[src/rtl/apb_ram_arbiter_if.sv]
// Client request/done channels plus APB bus; master = arbiter view, slave = environment view.
// Every request and done channel and the APB signals share one clock.
interface apb_ram_arbiter_if #(
  parameter int ADDR_W = 32,
  parameter int DATA_W = 32
);
  logic              req0_valid;
  logic              req0_write;
  logic [ADDR_W-1:0] req0_addr;
  logic [DATA_W-1:0] req0_wdata;
  logic              req0_ready;
  logic              req0_done;
  logic [DATA_W-1:0] req0_rdata;
  logic              req0_err;

  logic              req1_valid;
  logic              req1_write;
  logic [ADDR_W-1:0] req1_addr;
  logic [DATA_W-1:0] req1_wdata;
  logic              req1_ready;
  logic              req1_done;
  logic [DATA_W-1:0] req1_rdata;
  logic              req1_err;

  logic [ADDR_W-1:0] paddr;
  logic              psel;
  logic              penable;
  logic              pwrite;
  logic [DATA_W-1:0] pwdata;
  logic [DATA_W-1:0] prdata;
  logic              pready;

  modport master (
    input  req0_valid, req0_write, req0_addr, req0_wdata,
    output req0_ready, req0_done, req0_rdata, req0_err,
    input  req1_valid, req1_write, req1_addr, req1_wdata,
    output req1_ready, req1_done, req1_rdata, req1_err,
    output paddr, psel, penable, pwrite, pwdata,
    input  prdata, pready
  );

  modport slave (
    output req0_valid, req0_write, req0_addr, req0_wdata,
    input  req0_ready, req0_done, req0_rdata, req0_err,
    output req1_valid, req1_write, req1_addr, req1_wdata,
    input  req1_ready, req1_done, req1_rdata, req1_err,
    input  paddr, psel, penable, pwrite, pwdata,
    output prdata, pready
  );
endinterface

[src/rtl/apb_ram_arbiter.sv]
// Round-robin two-client APB master: >=3 cycles per transfer, done one cycle after the last ACCESS cycle.
// Clients are held off by ready (IDLE only); slave stalls via pready, bounded by TIMEOUT ACCESS cycles.
module apb_ram_arbiter #(
  parameter int ADDR_W  = 32,
  parameter int DATA_W  = 32,
  parameter int TIMEOUT = 16
) (
  input  logic pclk,
  input  logic preset,
  apb_ram_arbiter_if.master bus
);
  localparam int CNT_W = 17;

  typedef enum logic [1:0] {IDLE, SETUP, ACCESS} state_t;

  state_t            state;
  state_t            state_nx;
  logic              prio;
  logic              id_q;
  logic              gnt_vld;
  logic              gnt_id;
  logic              tmo;
  logic [CNT_W-1:0]  cnt;
  logic [DATA_W-1:0] rd_dat;

  always_ff @(posedge pclk) begin
    if (preset) state <= IDLE;
    else        state <= state_nx;
  end

  always_comb begin
    state_nx = state;
    gnt_vld  = 1'b0;
    gnt_id   = 1'b0;
    tmo      = 1'b0;
    case (state)
      IDLE: begin
        // A grant during reset would be lost, so ready is held off then.
        if (!preset && (bus.req0_valid || bus.req1_valid)) begin
          gnt_vld  = 1'b1;
          gnt_id   = (bus.req0_valid && bus.req1_valid) ? prio : bus.req1_valid;
          state_nx = SETUP;
        end
      end
      SETUP: state_nx = ACCESS;
      ACCESS: begin
        tmo = (TIMEOUT != 0) && (cnt == CNT_W'(TIMEOUT - 1));
        if (bus.pready || tmo) state_nx = IDLE;
      end
      default: state_nx = IDLE;
    endcase
    bus.req0_ready = gnt_vld && !gnt_id;
    bus.req1_ready = gnt_vld && gnt_id;
  end

  // pready wins over a simultaneous timeout.
  assign rd_dat = (bus.pready && !bus.pwrite) ? bus.prdata : '0;

  always_ff @(posedge pclk) begin
    if (preset) begin
      bus.psel       <= 1'b0;
      bus.penable    <= 1'b0;
      bus.pwrite     <= 1'b0;
      bus.paddr      <= '0;
      bus.pwdata     <= '0;
      bus.req0_done  <= 1'b0;
      bus.req0_rdata <= '0;
      bus.req0_err   <= 1'b0;
      bus.req1_done  <= 1'b0;
      bus.req1_rdata <= '0;
      bus.req1_err   <= 1'b0;
      prio           <= 1'b0;
      id_q           <= 1'b0;
      cnt            <= '0;
    end else begin
      bus.req0_done  <= 1'b0;
      bus.req0_rdata <= '0;
      bus.req0_err   <= 1'b0;
      bus.req1_done  <= 1'b0;
      bus.req1_rdata <= '0;
      bus.req1_err   <= 1'b0;
      case (state)
        IDLE: begin
          if (gnt_vld) begin
            bus.paddr   <= gnt_id ? bus.req1_addr  : bus.req0_addr;
            bus.pwrite  <= gnt_id ? bus.req1_write : bus.req0_write;
            bus.pwdata  <= gnt_id ? bus.req1_wdata : bus.req0_wdata;
            bus.psel    <= 1'b1;
            bus.penable <= 1'b0;
            id_q        <= gnt_id;
            prio        <= ~gnt_id;
          end
        end
        SETUP: begin
          bus.penable <= 1'b1;
          cnt         <= '0;
        end
        ACCESS: begin
          if (bus.pready || tmo) begin
            bus.psel    <= 1'b0;
            bus.penable <= 1'b0;
            if (!id_q) begin
              bus.req0_done  <= 1'b1;
              bus.req0_rdata <= rd_dat;
              bus.req0_err   <= !bus.pready;
            end else begin
              bus.req1_done  <= 1'b1;
              bus.req1_rdata <= rd_dat;
              bus.req1_err   <= !bus.pready;
            end
          end else begin
            cnt <= cnt + CNT_W'(1);
          end
        end
        default: ;
      endcase
    end
  end
endmodule

[src/flat_wrapper.sv]
// flat-port wrapper written by rule: the top's interface ports become plain ports
module apb_ram_arbiter_flat 
#(
  parameter int ADDR_W  = 32,
  parameter int DATA_W  = 32,
  parameter int TIMEOUT = 16
)
  (pclk, preset, bus_req0_valid, bus_req0_write, bus_req0_addr, bus_req0_wdata, bus_req0_ready, bus_req0_done, bus_req0_rdata, bus_req0_err, bus_req1_valid, bus_req1_write, bus_req1_addr, bus_req1_wdata, bus_req1_ready, bus_req1_done, bus_req1_rdata, bus_req1_err, bus_paddr, bus_psel, bus_penable, bus_pwrite, bus_pwdata, bus_prdata, bus_pready);
  apb_ram_arbiter_if #(.ADDR_W(ADDR_W), .DATA_W(DATA_W)) bus_i ();
  input  logic pclk;
  input  logic preset;
  input wire logic [$bits(bus_i.req0_valid)-1:0] bus_req0_valid;
  input wire logic [$bits(bus_i.req0_write)-1:0] bus_req0_write;
  input wire logic [$bits(bus_i.req0_addr)-1:0] bus_req0_addr;
  input wire logic [$bits(bus_i.req0_wdata)-1:0] bus_req0_wdata;
  output wire logic [$bits(bus_i.req0_ready)-1:0] bus_req0_ready;
  output wire logic [$bits(bus_i.req0_done)-1:0] bus_req0_done;
  output wire logic [$bits(bus_i.req0_rdata)-1:0] bus_req0_rdata;
  output wire logic [$bits(bus_i.req0_err)-1:0] bus_req0_err;
  input wire logic [$bits(bus_i.req1_valid)-1:0] bus_req1_valid;
  input wire logic [$bits(bus_i.req1_write)-1:0] bus_req1_write;
  input wire logic [$bits(bus_i.req1_addr)-1:0] bus_req1_addr;
  input wire logic [$bits(bus_i.req1_wdata)-1:0] bus_req1_wdata;
  output wire logic [$bits(bus_i.req1_ready)-1:0] bus_req1_ready;
  output wire logic [$bits(bus_i.req1_done)-1:0] bus_req1_done;
  output wire logic [$bits(bus_i.req1_rdata)-1:0] bus_req1_rdata;
  output wire logic [$bits(bus_i.req1_err)-1:0] bus_req1_err;
  output wire logic [$bits(bus_i.paddr)-1:0] bus_paddr;
  output wire logic [$bits(bus_i.psel)-1:0] bus_psel;
  output wire logic [$bits(bus_i.penable)-1:0] bus_penable;
  output wire logic [$bits(bus_i.pwrite)-1:0] bus_pwrite;
  output wire logic [$bits(bus_i.pwdata)-1:0] bus_pwdata;
  input wire logic [$bits(bus_i.prdata)-1:0] bus_prdata;
  input wire logic [$bits(bus_i.pready)-1:0] bus_pready;
  assign bus_i.req0_valid = bus_req0_valid;
  assign bus_i.req0_write = bus_req0_write;
  assign bus_i.req0_addr = bus_req0_addr;
  assign bus_i.req0_wdata = bus_req0_wdata;
  assign bus_req0_ready = bus_i.req0_ready;
  assign bus_req0_done = bus_i.req0_done;
  assign bus_req0_rdata = bus_i.req0_rdata;
  assign bus_req0_err = bus_i.req0_err;
  assign bus_i.req1_valid = bus_req1_valid;
  assign bus_i.req1_write = bus_req1_write;
  assign bus_i.req1_addr = bus_req1_addr;
  assign bus_i.req1_wdata = bus_req1_wdata;
  assign bus_req1_ready = bus_i.req1_ready;
  assign bus_req1_done = bus_i.req1_done;
  assign bus_req1_rdata = bus_i.req1_rdata;
  assign bus_req1_err = bus_i.req1_err;
  assign bus_paddr = bus_i.paddr;
  assign bus_psel = bus_i.psel;
  assign bus_penable = bus_i.penable;
  assign bus_pwrite = bus_i.pwrite;
  assign bus_pwdata = bus_i.pwdata;
  assign bus_i.prdata = bus_prdata;
  assign bus_i.pready = bus_pready;
  apb_ram_arbiter #(.ADDR_W(ADDR_W), .DATA_W(DATA_W), .TIMEOUT(TIMEOUT)) u_core (.pclk(pclk), .preset(preset), .bus(bus_i));
endmodule
[config.mk]
export PLATFORM = sky130hd
export DESIGN_NAME = apb_ram_arbiter_flat
export DESIGN_NICKNAME = d
export VERILOG_FILES = /design/src/rtl/apb_ram_arbiter_if.sv /design/src/rtl/apb_ram_arbiter.sv /design/src/flat_wrapper.sv
export SDC_FILE = /design/constraint.sdc
export NUM_CORES = 1
export LEC_CHECK = 0
export CORE_MARGIN = 2
export CORE_UTILIZATION = 34
export CTS_CLUSTER_SIZE = 24
export DETAILED_ROUTE_END_ITERATION = 8
export PLACE_DENSITY = 0.82
export SYNTH_ARGS = -nofsm -noshare
export SYNTH_HDL_FRONTEND = slang
export SYNTH_SLANG_ARGS = --single-unit
[constraint.sdc]
create_clock -name pclk -period 2.8 [get_ports pclk]
set_input_delay 0.84 -clock pclk [delete_from_list [all_inputs] [get_ports pclk]]
set_output_delay 0.84 -clock pclk [all_outputs]
set_load 0.05 [all_outputs]
==> out/metrics.csv, run 1 <==
stage,metric,value,unit
power,power_frac_clock,0.392,
cells_and_area,drive_gt1_frac,0.0958,
sta,finalSetupViolCount,0,
die,dieArea,18600,um2
synth,syn_inst,574,
grt,grt_pass1_wl,25.7,mm
setup_path,critPathRequiredTime,1.96,ns
sta,skew,0.0115,ns
routing,via_count,5304,
setup_path,reg2reg_to,u_core.bus.pwdata[8],
placed_design,gp_congestion,0.826,
min_path,min_to,u_core.bus.penable,
cells_and_area,stdcell_area,9820,um2
placed_design,placed_area,9200,um2
routing,drtPass1Iterations,4,
sta,drv_slew,0,
grt,antenna_found_initial,1,
setup_path,rrSetupSlack,0.59,ns
cts,cts-hold-fix-buffers,0,
cts,htreeDepth,4,
power,finalPower,5940,uW
routing,drcViolationCount,0,
cts,clock_path_buffers,2,
power,p_sw_frac,0.292,
synth,synth_seq_cells,156,
synth,synth_ff_type,dfxtp_1,
sta,hold_viol,0,
cts,clk_latency,0.42,ns
cts,clk_pin_slew,0.07,ns
min_path,hold_path_depth,2,
synth,synth_edf_count,0,
setup_path,reg2reg_depth,7,
synth,synth_common_cells,"dfxtp_1, nor2_1, mux2i_1, and2_1, a211oi_1",
grt,grtUsageTotal,0.179,
sta,rsz0062_at_grt,false,
die,initial_core_util,0.346,
min_path,worstHoldStart,u_core.bus.penable,
power,p_switching,1730,uW
setup_path,crit_type,in2out,
grt,grt_max_degree,130,
sta,slew-limit-headroom,0.498,
sta,clock.fmax,360,MHz
power,combinationalPowerShare,0.206,
die,io_pins,304,
outcome,status,completed,
synth,ys_warn_count,0,
routing,drt-vias-per-instance,4.77,
synth,ys_seq_area_frac,0.524,
cts,cts_sinks,156,
power,pwr-share-seq,0.401,
synth,yosysTopAreaCell,dfxtp_1,
placed_design,port_buffers,303,
synth,synth_area_per_cell,10.4,um2
setup_path,worstSetupEndpointType,primary output,
routing,postRouteAntennaNets,0,
routing,drt-wirelength-per-cell,15.6,um
die,die_x,136,um
synth,synthArstFlopShare,0,
cts,cts_root_buf,clkbuf_16,
min_path,hold_path.class,reg2reg,
synth,synthDistinctLibCells,45,
sta,finalCritPeriodShare,0.991,
synth,yosysMostFrequentCell,dfxtp_1,
setup_path,worstPathMaxFanout,2,
synth,syn-cell-area,5960,um2
die,rows,48,
power,intPower,4210,uW
power,power_per_cell_area,605,nW/um2
setup_path,timing.rr.start,u_core.state[1],
routing,drt-initial-drc-count,148,
sta,period_needed,2.78,ns
synth,netlist_top_cells_area,"dfxtp_1, mux2i_1, and2_1",
power,static-leakage-power,0.00385,uW
die,coreArea,17200,um2
sta,worst_pin_slew,0.754,ns
cells_and_area,area_growth,64.8,%
cells_and_area,nets,1042,
setup_path,cp-start-kind,input port,
synth,syn_nets,742,
synth,synth_top_area_frac,0.524,
flow_run,max_cap_viol_count,0,
setup_path,worstPathArrival,1.94,ns
cells_and_area,fin_util,0.570,
power,ir_worst_vdd,0.000424,V
grt,overflow,0,
cts,cts_buffers,17,
cts,tritoncts,built,
placed_design,post-dp-hpwl,13.2,mm
die,die_h,136,um
grt,grt_pass1_vias,5151,
routing,wl,17.4,mm
-- power by group through the flow --
stage	sequential, uW	clock (uW)	combinational [uW]
finish	2380	2330	1220
floorplan	2780	0	369
global placement	2430	0	1210
global route	2400	2480	1300
CTS	2380	2380	1230
detailed placement	2430	0	1230
-- metrics by stage --
| step | hold slack, ns | setup WS [ns] | TNS [ns] | cells |
|---|---|---|---|---|
| after detailed placement | 0.479 | -0.491 | -18.31 | 1080 |
| after floorplan | 0.444 | -0.0312 | -0.0312 | 574 |
| final | 0.487 | 0.0243 | 0 | 1113 |
| after global routing | 0.512 | 0.00198 | 0 | 1113 |
| after CTS | 0.490 | 0.000847 | 0 | 1112 |
| after global placement | 0.481 | -0.507 | -18.24 | 1080 |
-- cell families (layout without fill, tap and decap cells) --
kind of cell / count (synthesis) / count (layout) / synth area share
other: 0 / 1 / 0
adders and majority gates: 1 / 1 / 0.00210
buffers and inverters: 45 / 358 / 0.0456
AOI/OAI and AO/OA: 100 / 100 / 0.133
muxes: 67 / 67 / 0.113
DFF: 156 / 156 / 0.524
and+or+nand+nor: 203 / 203 / 0.179
xor gates and xnor gates: 2 / 2 / 0.00294
-- critical path, stage by stage --
cell and delay, ns:
buf_8 0.08, nor2_4 0.03, or4_4 0.47, or2_4 0.29
clkinvlp_4 0.09, buf_12 0.13
-- layout by cell type (no fill, tap or decap), drive strengths merged, types with 6 or more instances in the layout --
cell,n
a211oi,66
a21oi,16
and2,65
and3,6
buf,22
clkbuf,17
clkdlybuf4s50,298
clkinvlp,6
dfxtp,156
inv,11
mux2i,66
nand2,13
nand3,9
nand4,9
nor2,74
-- cell type report --
type                    instances  area [um2]
clock buffers                  17         425
inverters                       6        31.3
multi-input cells             373        2580
clock inverters                15         173
fillers                      1520        7420
repair buffers                320        3200
diodes                          1        2.50
flip-flops and latches        156        3120
well taps                     225         282
-- routing by layer --
metal  GRT usage  share of wire  up-vias
met2       0.299           0.47      228
met4      0.0619          0.019        0
met3      0.0902           0.12       25
li1            -              -     2630
met5           0              0        -
met1       0.197           0.39     2421
-- worst max path at each step --
stage	endpoint	slack (ns)	from
2_1_floorplan	bus_req0_ready	-0.03	preset
3_3_place_gp	bus_req1_ready	-0.51	bus_req0_valid
3_5_place_dp	bus_req1_ready	-0.49	bus_req1_valid
4_1_cts	bus_req1_ready	0.0008	preset
5_1_grt	bus_req1_ready	0.002	bus_req1_valid
6_report	bus_req1_ready	0.02	bus_req1_valid
-- registers in the layout, summed over array words and instances, names as in the netlist --
| register | flops |
|---|---|
| u_core.bus.req0_rdata | 32 |
| u_core.bus.paddr | 32 |
| u_core.id_q | 1 |
| u_core.bus.penable | 1 |
| u_core.bus.req0_err | 1 |
| u_core.state | 2 |
| u_core.bus.req1_rdata | 32 |
| u_core.cnt | 17 |
| u_core.prio | 1 |
| u_core.bus.pwrite | 1 |
| u_core.bus.req1_done | 1 |
| u_core.bus.pwdata | 32 |
| u_core.bus.req1_err | 1 |
| u_core.bus.req0_done | 1 |
| u_core.bus.psel | 1 |
-- what timing repair did --
action	in CTS	in global routing
gates cloned	0	0
setup endpoints to repair	2	2
buffers inserted	0	0
pin swaps	2	2
resized for setup	10	5
No activity file was read; power rests on OpenSTA's default activity.
==> run 2: changes to the inputs <==
Settings changed: PLACE_DENSITY 0.82 to 0.71.
==> out/metrics.csv, run 2 (synthesis gave the netlist of run 1 again) <==
stage,metric,value,unit
cts,cts-hold-fix-buffers,0,
routing,drcViolationCount,0,
sta,finalCritPeriodShare,0.988,
setup_path,cp-start-kind,input port,
cts,cts_sinks,156,
cells_and_area,drive_gt1_frac,0.0958,
cells_and_area,layout_common_cells,"clkdlybuf4s50_1, dfxtp_1, nor2_1, mux2i_1, and2_1",
routing,via_count,5234,
routing,drt-wirelength-per-cell,15.8,um
sta,finalSetupViolCount,0,
power,static-leakage-power,0.00387,uW
die,dieArea,18600,um2
sta,drv_slew,0,
grt,overflow,0,
cells_and_area,nets,1042,
cts,cts_buffers,17,
placed_design,post-dp-hpwl,13.0,mm
cells_and_area,layout_commonest_cell,clkdlybuf4s50_1,
cells_and_area,stdcell_count,1113,
routing,drt-initial-drc-count,192,
outcome,status,completed,
die,io_pins,304,
grt,grt_pass1_wl,26.4,mm
routing,drt-vias-per-instance,4.70,
sta,hold_viol,0,
routing,wl,17.6,mm
die,die_x,136,um
placed_design,gp_congestion,0.812,
sta,worst_pin_slew,0.682,ns
cells_and_area,stdcell_area,9810,um2
flow_run,max_cap_viol_count,0,
die,rows,48,
die,initial_core_util,0.346,
grt,grtUsageTotal,0.186,
cells_and_area,area_growth,64.7,%
sta,period_needed,2.77,ns
sta,skew,0.00994,ns
sta,rsz0062_at_grt,false,
routing,drtPass1Iterations,4,
power,ir_worst_vdd,0.000429,V
sta,clock.fmax,361,MHz
setup_path,worstPathMaxFanout,2,
placed_design,post-place-cells,1080,
cts,clk_latency,0.42,ns
grt,grt_max_degree,74,
grt,antenna_found_initial,1,
placed_design,placed_area,9220,um2
cts,clk_pin_slew,0.06,ns
grt,grt_pass1_vias,4977,
setup_path,critPathRequiredTime,1.96,ns
power,power_per_cell_area,602,nW/um2
cts,tritoncts,built,
cts,clock_path_buffers,2,
routing,postRouteAntennaNets,0,
placed_design,port_buffers,303,
sta,slew-limit-headroom,0.546,
cts,cts_root_buf,clkbuf_16,
setup_path,crit_type,in2out,
setup_path,worstSetupEndpointType,primary output,
cts,htreeDepth,4,
die,coreArea,17200,um2
setup_path,worstPathArrival,1.93,ns
die,die_h,136,um
min_path,hold_path.class,reg2reg,
## run 2: changes by cell type in the layout (fill, tap and decap cells not counted), sizes merged
cell      previous run  this run
clkinv               2         8
inv                 11         9
clkinvlp             6         2
## run 2: worst paths after layout
check                            start               endpoint  slack (ns)  depth (start not counted)
setup / recovery                preset         bus_req1_ready        0.03                          5
hold / removal    u_core.bus.pwdata[6]   u_core.bus.pwdata[6]        0.49                          2
setup reg to reg       u_core.state[0]  u_core.bus.pwdata[10]        0.77                          7
hold reg to reg   u_core.bus.pwdata[6]   u_core.bus.pwdata[6]        0.49                          2
## run 2: area by class of cell
cell class,count,area (um2)
clock buffers,17,425
clock inverters,15,163
diodes,1,2.50
multi-input cells,373,2580
inverters,6,31.3
repair buffers,320,3210
fillers,1576,7430
flip-flops and latches,156,3120
well taps,225,282
## run 2: power breakdown
part	switching [uW]	internal, uW
sequential	53.6	2330
clock	967	1330
combinational	689	541
## run 2: routing by layer
| layer | track usage | vias to the layer above | routed length [um] |
|---|---|---|---|
| met4 | 0.0660 | 0 | 185 |
| met1 | 0.213 | 2370 | 7200 |
| li1 | - | 2638 | - |
| met3 | 0.0932 | 15 | 2100 |
| met2 | 0.299 | 211 | 8140 |
| met5 | 0 | - | 0 |
## run 2: through the flow
step | setup slack, ns | hold WS (ns) | TNS [ns] | util | total power, uW
2_1_floorplan | -0.0312 | 0.444 | -0.0312 | - | 3150
3_3_place_gp | -0.464 | 0.482 | -7.55 | 0.535 | 3660
3_5_place_dp | -0.491 | 0.490 | -9.87 | 0.535 | 3670
4_1_cts | 0.0309 | 0.498 | 0 | 0.569 | 5980
5_1_grt | 0.0119 | 0.511 | 0 | 0.569 | 6160
6_report | 0.0330 | 0.495 | 0 | 0.569 | 5910
## run 2: timing repair
item                                    in CTS  in global routing
resized for setup                           10                  0
endpoints found under the setup margin       2                  0
buffers inserted                             0                  0
## run 2: worst max-delay path, cell delays in order
cell	delay, ns
buf_4	0.12
or4_4	0.48
or2_4	0.26
clkinvlp_4	0.09
buf_12	0.13
==> run 3: changes to the inputs <==
Settings changed: PLACE_DENSITY 0.71 to 0.68.
Clock period 2.8 ns to 2.67 ns, I/O delays scaled along.
==> out/metrics.csv, run 3 (synthesis gave the netlist of run 1 again) <==
stage,metric,value,unit
outcome,status,"complete, but fails checks",
outcome,failed_checks,setup timing,
power,power_per_cell_area,643,nW/um2
die,io_pins,304,
grt,overflow,0,
sta,hold_viol,0,
cells_and_area,layout_common_cells,"clkdlybuf4s50_1, dfxtp_1, nor2_1, mux2i_1, and2_1",
cells_and_area,layout_commonest_cell,clkdlybuf4s50_1,
grt,grtUsageTotal,0.186,
cells_and_area,nets,1045,
die,coreArea,17200,um2
routing,wl,17.7,mm
power,finalPower,6350,uW
routing,drt-wirelength-per-cell,15.9,um
placed_design,port_buffers,303,
cells_and_area,regArea,3120,um2
cells_and_area,stdcell_area,9880,um2
grt,grt_pass1_wl,26.6,mm
power,combinationalPowerShare,0.205,
cts,htreeDepth,4,
grt,grt_pass1_vias,5008,
setup_path,timing.rr.start,u_core.state[1],
cts,tritoncts,built,
setup_path,crit_type,in2out,
setup_path,cp-start-kind,input port,
cts,cts_buffers,17,
setup_path,critPathRequiredTime,1.87,ns
routing,drt-initial-drc-count,209,
sta,worst_pin_slew,0.913,ns
sta,clock.fmax,374,MHz
setup_path,worstSetupEndpointType,primary output,
setup_path,worstPathMaxFanout,2,
power,power_frac_clock,0.402,
routing,drtPass1Iterations,6,
grt,grt_max_degree,80,
setup_path,worstPathArrival,1.88,ns
cts,clk_pin_slew,0.06,ns
cells_and_area,n_fill_cell,1534,
cells_and_area,area_growth,65.8,%
placed_design,placed_area,9230,um2
setup_path,startpoint,preset,
sta,finalSetupViolCount,1,
power,intPower,4520,uW
sta,slew-limit-headroom,0.391,
cts,cts-hold-fix-buffers,0,
cells_and_area,drive_gt1_frac,0.0989,
placed_design,pre_cts_ws,-0.604,ns
min_path,hold_path.class,reg2reg,
power,ir_worst_vdd,0.000446,V
routing,via_count,5222,
cells_and_area,stdcell_count,1115,
die,die_h,136,um
cells_and_area,multi_input_area,2580,um2
routing,postRouteAntennaNets,0,
power,p_switching,1820,uW
power,static-leakage-power,0.00389,uW
die,dieArea,18600,um2
flow_run,max_cap_viol_count,0,
power,p_sw_frac,0.288,
routing,drt-vias-per-instance,4.68,
sta,drv_slew,0,
die,initial_core_util,0.346,
cts,cts_root_buf,clkbuf_16,
cts,clock_path_buffers,2,
cells_and_area,fin_util,0.573,
die,die_x,136,um
sta,period_needed,2.68,ns
placed_design,post-dp-hpwl,13.1,mm
min_path,worstHoldStart,u_core.bus.penable,
sta,skew,0.00985,ns
grt,antenna_found_initial,0,
power,pwr-share-seq,0.393,
sta,finalCritPeriodShare,1.00,
cts,cts_sinks,156,
die,rows,48,
cts,clk_latency,0.42,ns
sta,rsz0062_at_grt,true,
placed_design,post-place-cells,1081,
cells_and_area,n_antenna_cell,0,
sta,fin_ws,-0.00717,ns
placed_design,gp_congestion,0.823,
routing,drcViolationCount,0,
## run 3: what timing repair did
item,in CTS,in global routing
setup buffers,2,0
endpoints found under the setup margin,2,1
pin swaps,2,0
resized for setup,13,1
## run 3: power by group through the flow
stage                     clock network [uW]  logic, uW  registers [uW]
after global placement                     0       1300            2550
final                                   2550       1300            2500
after detailed placement                   0       1300            2550
after floorplan                            0        387            2920
after CTS                               2620       1310            2500
after global routing                    2730       1380            2510
## run 3: worst paths after layout
path                                              end  slack [ns]  cells after the start
worst min register to register     u_core.bus.penable        0.49                      2
worst max register to register  u_core.bus.pwdata[16]        0.73                      7
worst min-delay path               u_core.bus.penable        0.49                      2
worst max-delay path                   bus_req1_ready      -0.007                      5
## run 3: metal layers
metal	vias up	GRT usage	wire length, um
met2	211	0.305	8190
met4	0	0.0440	131
met3	9	0.0940	2030
met5	-	0	0
met1	2362	0.217	7330
li1	2640	-	-
## run 3: per-stage QoR
| stage | hold WS [ns] | setup TNS (ns) |
|---|---|---|
| floorplan | 0.444 | -0.124 |
| global placement | 0.484 | -12.92 |
| detailed placement | 0.484 | -15.87 |
| CTS | 0.494 | 0 |
| global route | 0.504 | -0.0317 |
| finish | 0.493 | -0.00717 |
## run 3: layout make-up
class | count | share of cell area
clock buffers | 17 | 0.0431
clock inverters | 15 | 0.0200
inverters | 6 | 0.00317
multi-input cells | 373 | 0.261
flip-flops and latches | 156 | 0.316
well taps | 225 | 0.0285
repair buffers | 323 | 0.328
## run 3: worst max-delay path, cell delays in order
cell        delay (ns)
buf_8             0.10
or4_4             0.48
or2_4             0.26
clkinvlp_4        0.09
buf_12            0.13
==> RTL change (settings of run 2) <==
Re-encode `state_t` (3 states) as one-hot, 3 bits wide.
--- a/src/rtl/apb_ram_arbiter.sv
+++ b/src/rtl/apb_ram_arbiter.sv
@@ -12,5 +12,5 @@
   localparam int CNT_W = 17;
 
-  typedef enum logic [1:0] {IDLE, SETUP, ACCESS} state_t;
+  typedef enum logic [2:0] {IDLE = 3'b001, SETUP = 3'b010, ACCESS = 3'b100} state_t;
 
   state_t            state;
Check against the original RTL: no difference found for any inputs over 4 cycles, from zero or initial values and one cycle with preset high; so few cycles prove little.
==> RTL change against run 2 <==
Highest routed layer unchanged; setup slack improved by 0.081 ns; synthesized cell count decreased by 1.0%; sequential cell count rose by 1; routed wire length down 7.4%; non-clock buffer count is 1 higher; power is 6.2% higher; synthesized area is 3.0% lower; design area shrank 1.0%.
==> RTL change: results (changes against run 2) <==
.. list-table::
   :header-rows: 1

   * - Metric
     - Value
   * - Mean number of vias per cell
     - 4.55 (was 4.70)
   * - Dominant cells by area after synthesis
     - dfxtp_1 (54%), mux2i_1 (11%), a211oi_1 (8.4%) (was dfxtp_1 (52%), mux2i_1 (11%), and2_1 (6.8%))
   * - Post-route clock skew
     - 0.00795 ns (was 0.00994 ns)
   * - Number of unique standard cell types used by synthesis
     - 37 (was 45)
   * - GRT Overall Usage
     - 17.9% (was 18.6%)
   * - Most numerous cell types in the synthesized netlist
     - dfxtp_1 (157), nor2_1 (87), and2_1 (67), mux2i_1 (66), a211oi_1 (65) (was dfxtp_1 (156), nor2_1 (74), mux2i_1 (66), and2_1 (65), a211oi_1 (49))
   * - Share of post-route cells with drive strength above 1
     - 7.04% (was 9.58%)
   * - Number of antenna violations at the first check in global routing
     - 0 (was 1)
   * - Category of cells accounting for the largest share of critical-path delay
     - buffers and inverters (was simple AND/OR/NAND/NOR gates)
   * - Fill cell count
     - 1454 (was 1576)
   * - Total of cells resized after clock tree synthesis
     - 4 (was 10)
   * - Result of the run
     - finished clean (unchanged)
   * - Ant. Diodes
     - 0 (was 1)
   * - Wire length reported by the detailed router
     - 16300 um (was 17600 um)
   * - Detailed placement HPWL
     - 12100 um (was 13000 um)
   * - Detailed-routing wirelength on met1
     - 6560 um (was 7200 um)
   * - Crit-path slowest cell
     - dlygate4sd2_1 (was or4_4)
   * - Final-stage net count
     - 1037 (was 1042)
   * - Pin count of the biggest net entering global routing
     - 130 (was 74)
   * - Max-slew headroom
     - 49.3% (was 54.6%)
   * - Global-route wire length before repair
     - 25200 um (was 26400 um)
   * - Starting DRC count in detailed routing
     - 194 (was 192)
   * - Vias in the first global route
     - 4881 (was 4977)
   * - Count of placed standard cells in the final layout, fillers left out
     - 1101 (was 1113)
   * - Avg Cell Area, Syn
     - 10.2 um2 (was 10.4 um2)
   * - Routability-driven placement congestion ratio
     - 0.761 (was 0.812)
   * - Met3 wire len
     - 1830 um (was 2100 um)
   * - Routed wl met2
     - 7660 um (was 8140 um)
==> RTL change: cell count changes in the layout (fill, tap and decap cells not counted), sizes merged, moves of 3 or more <==
cell | before | now
a21oi | 16 | 7
and3 | 6 | 3
clkinv | 8 | 4
inv | 9 | 13
nand2 | 13 | 8
nand3 | 9 | 6
nor2 | 74 | 87
o211ai | 5 | 2
o31ai | 0 | 4
xor2 | 2 | 7
==> RTL change: where the power goes <==
group,total (mW),leakage (nW),switching [mW],internal (mW)
Combinational,1.53,2.35,0.890,0.640
Sequential,2.47,1.28,0.0845,2.38
Clock,2.28,0.289,0.949,1.33
Total,6.28,3.92,1.92,4.35
==> RTL change: path summary, 6_finish.rpt <==
check / from / endpoint / slack [ns] / cells after the start
worst min-delay path: u_core.id_q$_SDFFE_PP0P_ / u_core.bus.req0_done$_SDFF_PP0_ / 0.48 / 1
worst min register to register: u_core.id_q$_SDFFE_PP0P_ / u_core.bus.req0_done$_SDFF_PP0_ / 0.48 / 1
worst max-delay path: bus_req1_valid / bus_req0_ready / 0.11 / 6
worst max register to register: u_core.cnt[0]$_SDFFE_PP0P_ / u_core.cnt[1]$_SDFFE_PP0P_ / 0.89 / 7
==> RTL change: worst register-to-register path: stages (launching register included) <==
cell and delay [ns]:
dfxtp_1 0.43, ha_1 0.23, nand3_1 0.12, nand4b_1 0.23
o21ai_2 0.27, buf_4 0.24, nor3b_1 0.07, a41o_1 0.20
==> RTL change: per-layer routing <==
layer	GRT usage (%)	up-vias
met4	6.37	0
met5	0	-
met3	8.62	19
met2	29.9	212
li1	-	2583
met1	19.9	2196
==> RTL change: cell type report <==
cell class              count  area [um2]  share of cell area [%]
clock buffers              17         425                    4.38
clock inverters            14         158                    1.62
inverters                   6        22.5                   0.232
multi-input cells         366        2480                    25.5
flip-flops and latches    157        3140                    32.4
well taps                 220         275                    2.84
repair buffers            321        3210                    33.0
==> RTL change: through the flow <==
| step | power, mW | cell area, um2 | setup WS, ns | hold slack [ns] | utilization (%) |
|---|---|---|---|---|---|
| after floorplan | 3.40 | 5790 | -0.0960 | 0.430 | - |
| after global placement | 4.04 | 9110 | -0.188 | 0.462 | 55.0 |
| after detailed placement | 4.05 | 9110 | -0.180 | 0.462 | 55.0 |
| after CTS | 6.35 | 9700 | 0.0568 | 0.480 | 58.5 |
| after global routing | 6.54 | 9710 | 0.0335 | 0.516 | 58.5 |
| final | 6.28 | 9710 | 0.114 | 0.481 | 58.5 |
==> RTL change: logic make-up (layout without fill, tap and decap cells) <==
family                     after synthesis  in the layout  share of synthesized area [%]
AOI/OAI and AO/OA                       88             88                           11.0
xor gates and xnor gates                 9              9                           1.36
adders and majority gates                1              1                          0.216
buffers and inverters                   45            358                           3.42
DFF                                    157            157                           54.4
muxes                                   66             66                           11.4
and+or+nand+nor                        202            202                           18.2
